<file path="config.mk">
export PLATFORM = sky130hd
export DESIGN_NAME = gpu_ins_scheduler_flat
export DESIGN_NICKNAME = d
export VERILOG_FILES = /design/src/rtl/gpu_pkg.sv /design/src/rtl/gpu_ins_scheduler_if.sv /design/src/rtl/gpu_ins_fifo.sv /design/src/rtl/gpu_ins_scheduler.sv /design/src/flat_wrapper.sv
export SDC_FILE = /design/constraint.sdc
export NUM_CORES = 1
export LEC_CHECK = 0
export CORE_ASPECT_RATIO = 1.2
export CORE_MARGIN = 1.5
export CORE_UTILIZATION = 58
export CTS_BUF_LIST = sky130_fd_sc_hd__clkbuf_8
export DETAILED_ROUTE_END_ITERATION = 7
export GPL_TIMING_DRIVEN = 1
export PLACE_DENSITY = 0.77
export REMOVE_ABC_BUFFERS = 1
export SYNTH_ARGS = -nofsm -noshare
export SYNTH_HDL_FRONTEND = slang
export SYNTH_SLANG_ARGS = --single-unit
</file>
<file path="constraint.sdc">
create_clock -name CLK -period 6.15 [get_ports CLK]
set_input_delay 1.23 -clock CLK [delete_from_list [all_inputs] [get_ports CLK]]
set_output_delay 1.23 -clock CLK [all_outputs]
set_load 0.005 [all_outputs]
</file>
<file path="src/rtl/gpu_pkg.sv">
// gpu_pkg: shared types and default constants for the GPU instruction scheduler.
//   sched_state_t     - scheduler FSM encoding (IDLE / ISSUE / FENCE)
//   gpu_ins_t         - 32-bit GPU instruction word
//   FENCE_OP_DEFAULT  - INS[31:28] value that marks a fence
//   V_ACTIVE_DEFAULT  - first SYS_Y row that lies in vertical blanking
package gpu_pkg;

    typedef enum logic [1:0] {
        S_IDLE  = 2'd0,
        S_ISSUE = 2'd1,
        S_FENCE = 2'd2
    } sched_state_t;

    typedef logic [31:0] gpu_ins_t;

    localparam logic [3:0] FENCE_OP_DEFAULT = 4'hF;
    localparam int         V_ACTIVE_DEFAULT = 480;

endpackage

</file>
<file path="src/rtl/gpu_ins_scheduler_if.sv">
// gpu_ins_scheduler_if: CPU-side push port, control-unit issue port and status
// of the GPU instruction scheduler, bundled as one interface.
//   slave  modport - seen by the scheduler
//   master modport - seen by the CPU / instruction control unit side
// Handshakes: a word moves on a rising clock edge exactly when VALID and READY
// are both high; the source holds VALID and data stable until that edge, and
// READY may not depend on VALID.
// Optional: GPU_SCHED_STATS_EN adds ISSUED_CNT (handshakes since frame start).
interface gpu_ins_scheduler_if #(
    parameter int DEPTH = 16
);
    import gpu_pkg::*;

    localparam int CW = $clog2(DEPTH) + 1;

    logic          INS_VALID;
    gpu_ins_t      INS;
    logic          INS_READY;
    logic          ISS_VALID;
    gpu_ins_t      ISS_INS;
    logic          ISS_READY;
    logic [CW-1:0] FIFO_COUNT;
    logic          OVERFLOW;
    sched_state_t  state_dbg;
`ifdef GPU_SCHED_STATS_EN
    logic [15:0]   ISSUED_CNT;
`endif

    modport slave (
        input  INS_VALID, INS, ISS_READY,
        output INS_READY, ISS_VALID, ISS_INS, FIFO_COUNT, OVERFLOW, state_dbg
`ifdef GPU_SCHED_STATS_EN
        , output ISSUED_CNT
`endif
    );

    modport master (
        output INS_VALID, INS, ISS_READY,
        input  INS_READY, ISS_VALID, ISS_INS, FIFO_COUNT, OVERFLOW, state_dbg
`ifdef GPU_SCHED_STATS_EN
        , input ISSUED_CNT
`endif
    );

endinterface

</file>
<file path="src/rtl/gpu_ins_fifo.sv">
// gpu_ins_fifo: synchronous instruction FIFO, async active-low reset.
//   clk, rst_n  - clock / asynchronous reset (active low)
//   push, din   - write din at the clock edge (ignored when full unless popping)
//   pop, dout   - dout is the head entry; pop removes it at the clock edge
//   full, empty - occupancy flags
//   count       - occupancy, 0..DEPTH (extra bit tells full from empty)
module gpu_ins_fifo
    import gpu_pkg::*;
#(
    parameter int DEPTH = 16
) (
    input  logic                       clk,
    input  logic                       rst_n,
    input  logic                       push,
    input  gpu_ins_t                   din,
    input  logic                       pop,
    output gpu_ins_t                   dout,
    output logic                       full,
    output logic                       empty,
    output logic [$clog2(DEPTH):0]     count
);
    localparam int AW = $clog2(DEPTH);
    localparam int CW = AW + 1;

    gpu_ins_t        mem [DEPTH];
    logic [AW-1:0]   wr_ptr;
    logic [AW-1:0]   rd_ptr;
    logic [CW-1:0]   count_q;
    logic            do_push;
    logic            do_pop;

    assign full    = (count_q == CW'(DEPTH));
    assign empty   = (count_q == '0);
    assign do_pop  = pop && !empty;
    // A write into a full FIFO only fits when a read frees the slot this cycle.
    assign do_push = push && (!full || do_pop);
    assign dout    = mem[rd_ptr];
    assign count   = count_q;

    always_ff @(posedge clk) begin
        if (do_push) begin
            mem[wr_ptr] <= din;
        end
    end

    // DEPTH is a power of two, so the pointers wrap by plain overflow.
    always_ff @(posedge clk or negedge rst_n) begin
        if (!rst_n) begin
            wr_ptr  <= '0;
            rd_ptr  <= '0;
            count_q <= '0;
        end else begin
            if (do_push) begin
                wr_ptr <= wr_ptr + 1'b1;
            end
            if (do_pop) begin
                rd_ptr <= rd_ptr + 1'b1;
            end
            case ({do_push, do_pop})
                2'b10:   count_q <= count_q + 1'b1;
                2'b01:   count_q <= count_q - 1'b1;
                default: count_q <= count_q;
            endcase
        end
    end

endmodule

</file>
<file path="src/rtl/gpu_ins_scheduler.sv">
// gpu_ins_scheduler: buffers CPU-posted GPU instructions and releases them to
// the instruction control unit only during vertical blanking.
//   CLK, RST     - pixel clock / asynchronous reset (active low)
//   SYS_X, SYS_Y - current scan position (only the row matters)
//   bus          - gpu_ins_scheduler_if.slave: INS_VALID/INS/INS_READY push
//                  port, ISS_VALID/ISS_INS/ISS_READY issue port, FIFO_COUNT,
//                  sticky OVERFLOW, state_dbg (FSM state), optional ISSUED_CNT
// Optional: define GPU_SCHED_STATS_EN to add ISSUED_CNT.
// A head word whose opcode is FENCE_OP is dropped without being offered and
// blocks further issue until the next frame starts.
module gpu_ins_scheduler
    import gpu_pkg::*;
#(
    parameter int         DEPTH    = 16,
    parameter int         V_ACTIVE = V_ACTIVE_DEFAULT,
    parameter logic [3:0] FENCE_OP = FENCE_OP_DEFAULT
) (
    input  logic                  CLK,
    input  logic                  RST,
    input  logic [9:0]            SYS_X,
    input  logic [9:0]            SYS_Y,
    gpu_ins_scheduler_if.slave    bus
);
    localparam int         CW         = $clog2(DEPTH) + 1;
    localparam logic [9:0] V_ACTIVE_Y = 10'(V_ACTIVE);

    sched_state_t  state;
    sched_state_t  state_d;

    logic          blank;
    logic          blank_q;
    logic          frame_start;
    logic          ready_q;
    logic          ins_ready;
    logic          push;
    logic          pop;
    logic          load_iss;
    logic          iss_valid;
    logic          handshake;
    logic          head_is_fence;
    logic          overflow_q;
    gpu_ins_t      iss_ins_q;
    gpu_ins_t      fifo_head;
    logic          fifo_full;
    logic          fifo_empty;
    logic [CW-1:0] fifo_count;
    logic          unused_sys_x;

    assign unused_sys_x = ^SYS_X;

    // Blanking and frame start
    assign blank       = (SYS_Y >= V_ACTIVE_Y);
    assign frame_start = blank_q && !blank;

    always_ff @(posedge CLK or negedge RST) begin
        if (!RST) begin
            blank_q <= 1'b0;
        end else begin
            blank_q <= blank;
        end
    end

    // Push side. ready_q keeps INS_READY low while RST is asserted and for
    // the first edge after release.
    always_ff @(posedge CLK or negedge RST) begin
        if (!RST) begin
            ready_q <= 1'b0;
        end else begin
            ready_q <= 1'b1;
        end
    end

    assign ins_ready = ready_q && !fifo_full;
    assign push      = bus.INS_VALID && ins_ready;

    always_ff @(posedge CLK or negedge RST) begin
        if (!RST) begin
            overflow_q <= 1'b0;
        end else if (bus.INS_VALID && ready_q && fifo_full) begin
            overflow_q <= 1'b1;
        end
    end

    gpu_ins_fifo #(
        .DEPTH (DEPTH)
    ) u_fifo (
        .clk   (CLK),
        .rst_n (RST),
        .push  (push),
        .din   (bus.INS),
        .pop   (pop),
        .dout  (fifo_head),
        .full  (fifo_full),
        .empty (fifo_empty),
        .count (fifo_count)
    );

    assign head_is_fence = (fifo_head[31:28] == FENCE_OP);

    // FSM: state register
    always_ff @(posedge CLK or negedge RST) begin
        if (!RST) begin
            state <= S_IDLE;
        end else begin
            state <= state_d;
        end
    end

    // FSM: next state. A fence leaves IDLE regardless of blanking; an ordinary
    // word only starts an offer while blanking. An offer already in ISSUE
    // completes even if blanking ends.
    always_comb begin
        state_d = state;
        case (state)
            S_IDLE: begin
                if (!fifo_empty) begin
                    if (head_is_fence) begin
                        state_d = S_FENCE;
                    end else if (blank) begin
                        state_d = S_ISSUE;
                    end
                end
            end
            S_ISSUE: begin
                if (bus.ISS_READY) begin
                    state_d = S_IDLE;
                end
            end
            S_FENCE: begin
                if (frame_start) begin
                    state_d = S_IDLE;
                end
            end
            default: state_d = S_IDLE;
        endcase
    end

    // FSM: outputs. Returning to IDLE after every handshake guarantees a
    // cycle with ISS_VALID low between instructions.
    always_comb begin
        iss_valid = 1'b0;
        pop       = 1'b0;
        load_iss  = 1'b0;
        case (state)
            S_IDLE: begin
                if (!fifo_empty) begin
                    if (head_is_fence) begin
                        pop = 1'b1;
                    end else if (blank) begin
                        load_iss = 1'b1;
                    end
                end
            end
            S_ISSUE: begin
                iss_valid = 1'b1;
                pop       = bus.ISS_READY;
            end
            default: ;
        endcase
    end

    assign handshake = iss_valid && bus.ISS_READY;

    // The head stays in the FIFO while offered; a registered copy keeps
    // ISS_INS stable and defined after reset.
    always_ff @(posedge CLK or negedge RST) begin
        if (!RST) begin
            iss_ins_q <= '0;
        end else if (load_iss) begin
            iss_ins_q <= fifo_head;
        end
    end

`ifdef GPU_SCHED_STATS_EN
    logic [15:0] issued_cnt_q;

    always_ff @(posedge CLK or negedge RST) begin
        if (!RST) begin
            issued_cnt_q <= '0;
        end else if (frame_start) begin
            issued_cnt_q <= handshake ? 16'd1 : 16'd0;
        end else if (handshake && (issued_cnt_q != 16'hFFFF)) begin
            issued_cnt_q <= issued_cnt_q + 16'd1;
        end
    end

    assign bus.ISSUED_CNT = issued_cnt_q;
`else
    logic unused_handshake;
    assign unused_handshake = handshake;
`endif

    assign bus.INS_READY  = ins_ready;
    assign bus.ISS_VALID  = iss_valid;
    assign bus.ISS_INS    = iss_ins_q;
    assign bus.FIFO_COUNT = fifo_count;
    assign bus.OVERFLOW   = overflow_q;
    assign bus.state_dbg  = state;

endmodule
</file>
<file path="src/flat_wrapper.sv">
// flat-port wrapper written by rule: the top's interface ports become plain ports
module gpu_ins_scheduler_flat import gpu_pkg::*;
#(
    parameter int         DEPTH    = 16,
    parameter int         V_ACTIVE = V_ACTIVE_DEFAULT,
    parameter logic [3:0] FENCE_OP = FENCE_OP_DEFAULT
)
  (CLK, RST, SYS_X, SYS_Y, bus_INS_VALID, bus_INS, bus_ISS_READY, bus_INS_READY, bus_ISS_VALID, bus_ISS_INS, bus_FIFO_COUNT, bus_OVERFLOW, bus_state_dbg);
  gpu_ins_scheduler_if #(.DEPTH(DEPTH)) bus_i ();
  input  logic CLK;
  input  logic RST;
  input  logic [9:0] SYS_X;
  input  logic [9:0] SYS_Y;
  input wire logic [$bits(bus_i.INS_VALID)-1:0] bus_INS_VALID;
  input wire logic [$bits(bus_i.INS)-1:0] bus_INS;
  input wire logic [$bits(bus_i.ISS_READY)-1:0] bus_ISS_READY;
  output wire logic [$bits(bus_i.INS_READY)-1:0] bus_INS_READY;
  output wire logic [$bits(bus_i.ISS_VALID)-1:0] bus_ISS_VALID;
  output wire logic [$bits(bus_i.ISS_INS)-1:0] bus_ISS_INS;
  output wire logic [$bits(bus_i.FIFO_COUNT)-1:0] bus_FIFO_COUNT;
  output wire logic [$bits(bus_i.OVERFLOW)-1:0] bus_OVERFLOW;
  output wire logic [$bits(bus_i.state_dbg)-1:0] bus_state_dbg;
  assign bus_i.INS_VALID = bus_INS_VALID;
  assign bus_i.INS = bus_INS;
  assign bus_i.ISS_READY = bus_ISS_READY;
  assign bus_INS_READY = bus_i.INS_READY;
  assign bus_ISS_VALID = bus_i.ISS_VALID;
  assign bus_ISS_INS = bus_i.ISS_INS;
  assign bus_FIFO_COUNT = bus_i.FIFO_COUNT;
  assign bus_OVERFLOW = bus_i.OVERFLOW;
  assign bus_state_dbg = bus_i.state_dbg;
  gpu_ins_scheduler #(.DEPTH(DEPTH), .V_ACTIVE(V_ACTIVE), .FENCE_OP(FENCE_OP)) u_core (.CLK(CLK), .RST(RST), .SYS_X(SYS_X), .SYS_Y(SYS_Y), .bus(bus_i));
endmodule
</file>
# Word-level counts from Yosys, hierarchy flattened
# Memories as Yosys holds them, arrays and structs flattened.
# Cells that the tools add are included.
# word_totals
in_bits,56
out_inout_bits,42
mem_bits_rw,512
wordCells,56
romBits,0
latchBits,0
regBits,50
memories,1
# mem_list
memory,words,width,rd,rd_ports_with_merged_regs,write_ports,line,rtl
u_core.u_fifo.mem,16,32,1,0,1,gpu_ins_fifo.sv:25,gpu_ins_t mem [DEPTH];
# classes
n_div,0
n_lt_le_gt_ge,1
reduce_logical,15
n_eq_ne,10
mux,17
bitwise,0
n_mul,0
n_addsub,4
n_shift,0
# ops
op,n
10-bit by 9-bit >= comparator with 1-bit output (second input constant),1
2-bit two-way mux,5
5-bit case mux with 2 select lines,1
1-bit two-way mux,9
4-bit by 1-bit adder with 4-bit output (second input constant),2
1-bit logical AND,7
2-bit case mux with 3 select lines,1
5-bit by 1-bit adder with 5-bit output (second input constant),1
5-bit == test (second input constant),1
5-bit logical NOT,1
5-bit by 1-bit subtractor with 5-bit output (second input constant),1
2-bit by 1-bit == test with 1-bit output (second input constant),2
2-bit == test (second input constant),2
4-bit == test (second input constant),1
2-bit != test (second input constant),2
4-bit AND reduction,1
1-bit logical NOT,3
3-bit by 1-bit != test with 1-bit output (second input constant),1
2-bit logical NOT,1
2-bit by 1-bit != test with 1-bit output (second input constant),1
1-bit case mux with 2 select lines,1
2-bit nonzero test,1
1-bit logical OR,1

# Longest topological paths before layout
# An unclocked memory read counts as a cell.
# depth
depth_word,10
ltp_mapped,15
depth_no_buf,13

# By module
# From an unflattened synthesis, not the netlist that was laid out.
# unflattened
cells_unflattened,981
area_unflattened_um2,21625.7
# modules_own_cells
module,cells_each,seq_area_each_um2,instances,area_per_inst_um2
gpu_ins_fifo,891,15700.1,1,20071.8
gpu_ins_scheduler,90,925.9,1,1554.0

# Worst setup path after synthesis
# No wires, ideal clock.
# synth_path
path_type,input to register
from,in bus_INS_VALID
to,mem u_core.u_fifo.mem[3][0] (netlist name) (enable)
arrival_time_ns,4.038
setup_slack_ns,1.651
cell_stages,4
path_buffers,0
required_time_ns,5.689
cell_sequence,nand2_1 nor2_1 nand2_1 nor3_1
# synth_via
elab_chain_len,4
# synth_rtl
item,line,rtl
start: declaration,flat_wrapper.sv:14,input wire logic [$bits(bus_i.INS_VALID)-1:0] bus_INS_VALID;
1-bit logical AND,gpu_ins_scheduler.sv:74,assign push = bus.INS_VALID && ins_ready;
1-bit logical AND,gpu_ins_fifo.sv:36,assign do_push = push && (!full || do_pop);
1-bit two-way mux,gpu_ins_fifo.sv:41,if (do_push) begin
1-bit two-way mux (not written as such),gpu_ins_fifo.sv:42,mem[wr_ptr] <= din;
end: declaration,gpu_ins_fifo.sv:25,
# No other way between the ends.

# Worst setup path in the final report
# layout_path
from,reg u_core.u_fifo.rd_ptr[0]
to,"reg u_core.u_fifo.count_q[4], in the netlist u_core.u_fifo.count[4]"
# layout_via
elab_chain_len,10
word_cells_on_any_way,12
cone_classes,3 x eq/ne; 4 x mux; 4 x reduce/logical; 1 x memory
# layout_rtl
item,line,rtl
start: declaration,gpu_ins_fifo.sv:27,logic [AW-1:0] rd_ptr;
start signal: assignment,gpu_ins_fifo.sv:57,rd_ptr <= rd_ptr + 1'b1;
memory 16 x 32 bit (*),n/a,
4-bit == test (*),gpu_ins_scheduler.sv:98,assign head_is_fence = (fifo_head[31:28] == FENCE_OP);
1-bit two-way mux (*),gpu_ins_scheduler.sv:147,if (head_is_fence) begin
1-bit two-way mux (*),gpu_ins_scheduler.sv:146,if (!fifo_empty) begin
1-bit case mux with 2 select lines (*),gpu_ins_scheduler.sv:144,case (state)
1-bit logical AND (*),gpu_ins_fifo.sv:34,assign do_pop = pop && !empty;
named net u_core.u_fifo.do_pop,gpu_ins_fifo.sv:30,logic do_pop;
1-bit logical OR,gpu_ins_fifo.sv:36,
1-bit logical AND,gpu_ins_fifo.sv:36,
2-bit by 1-bit == test with 1-bit output or 2-bit == test (tied branches),gpu_ins_fifo.sv:59,"case ({do_push, do_pop})"
5-bit case mux with 2 select lines or 2-bit nonzero test (tied branches),n/a,
end signal: assignment,gpu_ins_fifo.sv:60,2'b10: count_q <= count_q + 1'b1;
end signal: assignment,gpu_ins_fifo.sv:61,2'b01: count_q <= count_q - 1'b1;
end signal: assignment,gpu_ins_fifo.sv:62,default: count_q <= count_q;
end: declaration,gpu_ins_fifo.sv:28,logic [CW-1:0] count_q;
# The timed path passes the listed nets; every way through them passes the cells marked *.
# A chain may end at the register's enable or synchronous reset.

==> reports/qor.csv <==
metric,value,unit
Starting Density,0.5889,
fraction of layout cells with a size suffix above 1,0.3151,
FP Rows,77,
CP endpoint,u_core.u_fifo.count[4],
Inserted Diodes,0,
"EDFF count, synth",512,
worst-path fanout max,43,
fin cells,1623,
Slew @ Worst Pin,1123,ps
"top cells by count, synth","512 x edfxtp_1, 156 x mux4_2, 50 x dfrtp_1, 29 x mux2_4",
vias,9872,
Layout area overhead,14.53,%
global-route usage over all layers,0.2306,
CTS tree,done,
CTS sink cnt,562,
fin worst setup slack,2159,ps
sequential fraction of the synthesis area,0.7651,
largest net degree at the start of global routing,56,
fin crit share,0.6489,
"FFs w/ async S/R, synth",0.08897,
TritonCTS buffer count,83,
Final HPWL DP,23040,microns
Crit path buffers/inverters,0,
I/O pin count,98,
Hold Path Stages,1,
Post-Synthesis Cells,931,
Setup WS pre-CTS,1789,ps
syn avg cell area,23.34,sq um
Multi-input gate area,4915,sq um
CP startpoint,u_core.u_fifo.rd_ptr[0],
Pwr Total,10.88,mW
Worst IR Drop VDD,240.4,uV
vias in the first global route,10620,
CTS H-Tree Depth,3,
fill count,2255,
grt met1 use,0.3153,
Detail Route Antenna Nets,0,
"top cells by area, synth","edfxtp_1 71%, mux4_2 16%, dfrtp_1 5.8%",
I/O Buffers,82,
Inst Count DP,1468,
DRT iter0 DRCs,967,
die area,38640,sq um
die height,215.0,microns
buffer count from post-CTS setup fixing,0,
Die W,179.7,microns
critical path depth,13,
Critical Path AT,4500,ps
top_reg_cell synth,edfxtp_1,
status,"finished, final reports clean",
CP cell instances,mux4_2 -> a22oi_1 -> nand3_1 -> nand4_4 -> o21a_1 -> nor2_1 -> ha_1 -> fa_1 -> a21o_1 -> a21oi_1 -> xor2_1 -> nor2_1 -> xor2_1,
Worst-Skew Late Latency,630,ps
Post-CTS Hold Buffers,0,
Fmax,250.6,MHz
first-pass GRT wire length,65270,microns
worst r2r src,u_core.u_fifo.rd_ptr[0],
max incr delay on CP,940,ps
Pins Over Slew Limit,0,
final hold violations,0,
final setup fails,0,
Worst Hold Class,flop to flop,
Initial DRT Pass Iterations,5,
clk_skew,37.61,ps
FF-to-FF setup slack,2160,ps
global-route met3 utilization,0.04575,
Tmin final,3991,ps
clk slew on worst S/H paths,70,ps
M2 GR Usage,0.3796,
antenna violations before repair,0,
Pleak,8.275,nW
Placer Congestion,0.7396,
synthesized area,21730,sq um
vias per cell,6.083,
pwr/cell area,437.1,nW/um^2
CP top delay family,flip-flops,
Syn. warnings,0,
Synth cell types,46,
post-CTS sizing,0,
most common cell in the synthesized netlist,edfxtp_1,
CP Capture Type,flop,
core box area,36900,sq um
slowest CP cell,dfrtp_4,
# Max-Cap Violations,0,
Synth top area share,0.7075,
grt peak-use layer,met2,
Yosys top cell by area,edfxtp_1,
Clock Path Buffers,3,
RSZ-0062 raised after global routing,no,
post-layout util,0.6745,
grt total ovfl,0,
Root Driver,clkbuf_8,
Seq. cell area,16640,sq um
Post-route DRC,0,
Setup CP Type,flop to flop,
max_slew headroom,0.2493,
Reg2Reg Depth,13,
worst reg2reg endpoint,u_core.u_fifo.count[4],
startpoint class of the critical path,flop,
DRT Wirelength,42660,microns
synthesized flop and latch total,562,
data required time at the worst endpoint,6660,ps
"Net count, final",1145,
routed wire length per instance,26.29,microns
metal layers:
layer / vias up / share of wire
met2: 364 / 0.52
li1: 4220 / -
met4: 0 / 0.020
met5: - / 0
met3: 67 / 0.062
met1: 5221 / 0.40
flip-flops by register name, indices dropped and copies added, names as in the netlist:
| signal | flops |
|---|---|
| u_core.bus.state_dbg | 2 |
| u_core.u_fifo.mem | 512 |
| u_core.u_fifo.count | 5 |
| u_core.blank_q | 1 |
| u_core.bus.OVERFLOW | 1 |
| u_core.u_fifo.rd_ptr | 4 |
| u_core.bus.ISS_INS | 32 |
| u_core.ready_q | 1 |
| u_core.u_fifo.wr_ptr | 4 |
worst min-delay path by stage:
stage	from	end	slack [ps]
global route	u_core.bus.OVERFLOW	u_core.bus.OVERFLOW	510
global placement	u_core.bus.OVERFLOW	u_core.bus.OVERFLOW	450
detailed placement	u_core.bus.OVERFLOW	u_core.bus.OVERFLOW	460
floorplan	u_core.bus.OVERFLOW	u_core.bus.OVERFLOW	470
CTS	u_core.bus.OVERFLOW	u_core.bus.OVERFLOW	470
finish	u_core.bus.OVERFLOW	u_core.bus.OVERFLOW	470
layout make-up:
class	instances	share of cell area
Tap cell	474	0.02383
Clock buffer	98	0.05419
Timing Repair Buffer	112	0.04183
Sequential cell	562	0.6684
Multi-Input combinational cell	312	0.1975
Inverter	8	0.001207
Clock inverter	57	0.01307
logic make-up after synthesis:
family,count (synthesis),synth area share
other,1,0.0001726
flip-flops,562,0.7651
XOR/XNOR,8,0.003224
buffers and inverters,57,0.01382
AO/OA/AOI/OAI,26,0.009040
adder cells (fa/ha/maj),10,0.006103
AND/OR/NAND/NOR,77,0.01831
multiplexers,190,0.1842
power by group:
| group | switching (mW) | total, mW | internal, mW |
|---|---|---|---|
| logic | 1.26 | 3.01 | 1.75 |
| clock network | 1.39 | 2.97 | 1.58 |
| registers | 0.376 | 4.90 | 4.52 |
per-stage QoR:
step	setup TNS [ps]	cell area (sq um)	hold slack, ps
after floorplan	-37490	21460	466.3
after global placement	0	23210	452.0
after detailed placement	0	23210	460.6
after CTS	0	24890	474.2
after global routing	0	24890	507.0
final	0	24890	468.8
placed cells by master, fill, tap and decap left out, types with 3 or more instances in the layout:
master           netlist  layout
nand3b_1               3       3
xnor2_1                5       5
nor2_1                19       7
nor2_4                 0      12
clkinv_2               0       9
nor3_1                 8       4
mux2_4                29      29
a21oi_1                4       4
mux4_2               156     156
nor2b_1                4       4
clkinvlp_4             0       3
nand2_1               19      19
nor4_1                 3       3
nand2b_1               3       3
clkbuf_8               0      98
inv_1                  8      40
dfrtp_1               50      46
xor2_1                 3       3
ha_1                   9       9
o21ai_0                4       4
bufinv_16              0       3
edfxtp_1             512     512
clkinv_1               0       8
nor3_2                 0       4
mux2_2                 3       3
a311o_1                3       3
nand3_1                9       9
buf_4                  0      30
clkdlybuf4s50_1        0      81
Note: power is estimated with default switching activity, not from simulation.
